## src/rtl/ramp_pixel_compare.sv

```systemverilog
// Per-line ramp reference and registered pixel mismatch flag.
module ramp_pixel_compare #(
  parameter int PIXEL_W = 10
) (
  input  logic               clk,
  input  logic               reset,
  input  logic               line_act,
  input  logic               chk_en,
  input  logic [PIXEL_W-1:0] pixel,
  output logic               mismatch
);

  logic [PIXEL_W-1:0] exp_pix;

  // The reference restarts at 0 on every line and wraps at 2^PIXEL_W.
  always_ff @(posedge clk or posedge reset) begin
    if (reset) begin
      exp_pix  <= '0;
      mismatch <= 1'b0;
    end else begin
      exp_pix  <= line_act ? exp_pix + 1'b1 : '0;
      mismatch <= chk_en && (pixel != exp_pix);
    end
  end

endmodule

```

## config.mk

```make
export PLATFORM = sky130hd
export DESIGN_NAME = ramp_pixel_compare
export DESIGN_NICKNAME = d
export VERILOG_FILES = /design/src/rtl/ramp_pixel_compare.sv
export SDC_FILE = /design/constraint.sdc
export NUM_CORES = 1
export LEC_CHECK = 0
export BUFFER_PORTS_ARGS = -buffer_cell sky130_fd_sc_hd__buf_2
export CAP_MARGIN = 15
export CORE_MARGIN = 1.5
export CORE_UTILIZATION = 30
export CTS_CLUSTER_DIAMETER = 100
export DETAILED_ROUTE_END_ITERATION = 12
export SLEW_MARGIN = 20
export SYNTH_ARGS = -nofsm -noshare
export SYNTH_HDL_FRONTEND = slang
export SYNTH_SLANG_ARGS = --single-unit
```

## constraint.sdc

```tcl
create_clock -name clk -period 3.02 [get_ports clk]
set_input_delay 0.302 -clock clk [delete_from_list [all_inputs] [get_ports clk]]
set_output_delay 0.302 -clock clk [all_outputs]
set_load 0.05 [all_outputs]
```

## Word level (Yosys, flattened, before mapping)

Cells that the tools add are included.

- Add/sub/neg operators: 1
- Eq/ne operators: 1
- Muxes and demuxes: 1
- Reductions and logical operators: 1

Operators with widths:

| kind | count |
|---|---|
| adder 10 x 1 -> 10 bit (second input constant) | 1 |
| two-way mux 10 bit | 1 |
| != test 10 bit | 1 |
| logical AND 1 bit | 1 |

- Bits in registers: 11
- Bits of input ports: 14
- Logic and storage cells: 6

## Longest topological paths before layout

- Depth after elaboration: 2
- Gate-level depth with buffers: 4
- Depth with buffers taken out: 4

## Worst setup path before layout

OpenSTA, ideal clock, no wires.

- Path type: flip-flop to flip-flop
- Start point: register exp_pix[0]
- End point: register exp_pix[6]
- Setup time: 79 ps
- Arrival time: 1,162 ps
- Required time: 2,941 ps
- Slack: 1,779 ps
- Cell stages (with the launch flop): 5
- Path buffers: 0
- Clock period less this slack: 1,241 ps
- Path through: dfrtp_1 > ha_1 > nand4_1 > or3_1 > a21oi_1

- Longest elaborated chain between the ends: 2

Ends and longest elaborated chain:

| item | RTL line | text |
|---|---|---|
| from (decl) | 13 | `logic [PIXEL_W-1:0] exp_pix;` |
| from (signal assigned) | 21 | `exp_pix <= line_act ? exp_pix + 1'b1 : '0;` |
| adder 10 x 1 -> 10 bit | 21 |  |
| two-way mux 10 bit | 21 |  |

Every way passes these cells.

## Worst setup path after layout

- Start point: register exp_pix[0]
- End point: register exp_pix[8]

Same word-level chain as after synthesis.

==> qor.csv <==
stage,metric,value,unit
clocking,clock latency at the later pin of the worst-skew pair,270,ps
global_route,grt ovf,0,
die,initial core utilization,33.0,%
place,RePlAce Congestion,0.759,
power_and_ir_drop,leakage,0.000293,uW
place,DP Area,691,sq um
power_and_ir_drop,Sw Pwr,71.8,uW
place,hpwl dp,920,um
sta,total negative slack,0,ps
power_and_ir_drop,internal cell power,219,uW
sta,final worst-path setup slack,1610,ps
clocking,CTS root buf,clkbuf_4,
synth,Synth area leaders,"dfrtp_1 46%, xnor2_1 13%, xor2_1 5.9%",
synth,Async SR Flop Fraction,100,%
clocking,Post-CTS Setup Bufs,0,
power_and_ir_drop,sequential fraction of design power,53.8,%
synth,Synth Register Bits,11,
die,FP Rows,15,
route,WL per Instance,12.0,um
die,Ports,15,
clocking,H-tree depth,1,
synth,top_reg_cell synth,dfrtp_1,
global_route,first-pass GRT wire length,1.92,mm
setup_path,WS Path Type,reg -> reg,
setup_path,crit start category,register,
place,# port buffers,14,
die,die width,47.5,um
status,outcome,completed,
power_and_ir_drop,worst vdd ir,0.000188,V
run,max-cap viol count,0,
setup_path,CP required,3210,ps
sta,"Slew Viols, Final",0,
route,Vias/cell,4.84,
synth,Mapped Cells,60,
sta,RSZ-0062 raised after global routing,false,
layout,fin nets,93,
power_and_ir_drop,switch share,24.7,%
global_route,largest net degree at the start of global routing,12,
clocking,CTS tree,done,
route,DR vias,494,
place,dpl ws,1620,ps
sta,min cycle time layout,1410,ps
route,DR DRC count,0,
sta,Fmax,0.707,GHz
sta,Setup Viol. Count Final,0,
global_route,vias in the first global route,435,
synth,synth unique cells,19,
route,number of DRC markers in iteration 0,26,
layout,share of cells above drive strength 1,23.4,%
setup_path,CP endpoint kind,register,
synth,synth cell count leaders,"11 x dfrtp_1, 9 x xnor2_1, 5 x a21oi_1",
synth,Synth top area share,46.3,%
power_and_ir_drop,total power,290,uW
synth,sequential cell area fraction in the yosys report,46.3,%
sta,Max transition margin,71.2,%
synth,top-count cell post-synth,dfrtp_1,
power_and_ir_drop,pwr dens,405,mW/mm^2
synth,Yosys top cell by area,dfrtp_1,
synth,synthesized cell area,594,sq um
min_path,Worst Hold Class,in -> async,
synth,Synth warnings,0,
die,core area,0.00180,sq mm
global_route,GR Util All Layers,12.5,%
power_and_ir_drop,clock share of power,34.8,%
die,Die H,47.5,um
global_route,initial antenna violation count,0,
layout,Finished Cell Area,717,sq um
layout,ant diodes,0,
clocking,clk buf depth,2,
setup_path,worst reg2reg setup slack,1610,ps
route,drt pass-1 iters,4,
clocking,CTS Hold Bufs,0,
power_and_ir_drop,Combinational Power Share,11.3,%
sta,"Hold Vio Cnt, Final",0,
clocking,cts bufs inserted,3,
setup_path,CP Data Arrival Time,1610,ps
clocking,post-CTS sizing,0,
synth,Post-synth EDFFs,0,
clocking,"CTS clk-pin slew, worst paths",70,ps
synth,post-synth net total,75,
sta,clock skew,4.40,ps
setup_path,Crit Path Max Fanout,5,
route,Routed Antenna Nets,0,
route,final WL,1.22,mm
sta,Worst Tran Pin Value,431,ps
synth,Syn Area/Cell,9.91,sq um
layout,Synth-to-Final Area Change,20.6,%
clocking,CTS sink count,11,
die,Die Area,0.00226,sq mm
sta,crit share post-route,46.8,%
## power groups by stage
stage               clock (uW)  combinational [uW]  sequential, uW
floorplan                    0                19.1             159
global placement             0                34.0             159
detailed placement           0                33.4             159
CTS                        106                33.6             156
global route               113                36.7             157
finish                     101                32.9             156
## layer usage
metal  routed length [um]  global-route usage, %  share of wire [%]  up-vias
met5                    0                      0                  0        -
met4                    0                   8.33                  0        0
met3                  102                   3.40                8.3        0
met2                  501                   16.8                 41       29
met1                  618                   17.4                 51      219
li1                     -                      -                  -      246
## worst max-delay path, stage by stage (launching register included)
cell and delay, ps:
dfrtp_1 430, ha_1 240, nand4_1 170, or3_1 340
a21oi_1 140
## stage by stage
step	hold slack [ps]	utilization [%]	std cells
floorplan	154	-	60
global placement	320	38.3	98
detailed placement	320	38.3	98
CTS	18.7	39.8	102
global route	35.2	39.8	102
finish	12.3	39.8	102
## layout by cell type (no fill, tap or decap), drive strengths merged
master / synthesis / layout
clkbuf: 0 / 4
o41a: 1 / 1
ha: 1 / 1
nand4: 4 / 4
buf: 1 / 14
xor2: 4 / 4
a21oi: 5 / 5
or4: 2 / 2
xnor2: 9 / 9
inv: 2 / 2
nand3: 4 / 4
dfrtp: 11 / 11
o21ai: 3 / 3
nand2: 2 / 2
and2: 1 / 1
or3: 3 / 3
nor2: 4 / 4
clkinv: 1 / 1
o31ai: 2 / 2
## path summary, 6_finish.rpt
kind / start / cells after the start / endpoint
setup / recovery: exp_pix[0] / 4 / exp_pix[8]
hold / removal: reset / 2 / exp_pix[3]
setup reg to reg: exp_pix[0] / 4 / exp_pix[8]
hold reg to reg: exp_pix[0] / 1 / exp_pix[0]
max in group asynchronous: reset / 2 / exp_pix[5]
min in group clk: line_act / 2 / exp_pix[1]
## state kept, by name (all words and copies together), names as in the netlist
register,cells
mismatch,1
exp_pix,10
## cell type report
type,count,area (sq um)
flip-flops and latches,11,275
repair buffers,14,70.1
well taps,25,31.3
inverters,3,11.3
multi-input cells,45,303
clock buffers,4,26.3
fillers,186,1080
## kinds of logic after synthesis
group                    share of synthesized area (%)
AND/OR/NAND/NOR                                   18.5
flip-flops                                        46.3
XOR/XNOR                                          19.2
AO/OA/AOI/OAI                                     11.2
adder cells (fa/ha/maj)                           2.10
buffers and inverters                             2.74
Power figures use the tool's default switching activity.
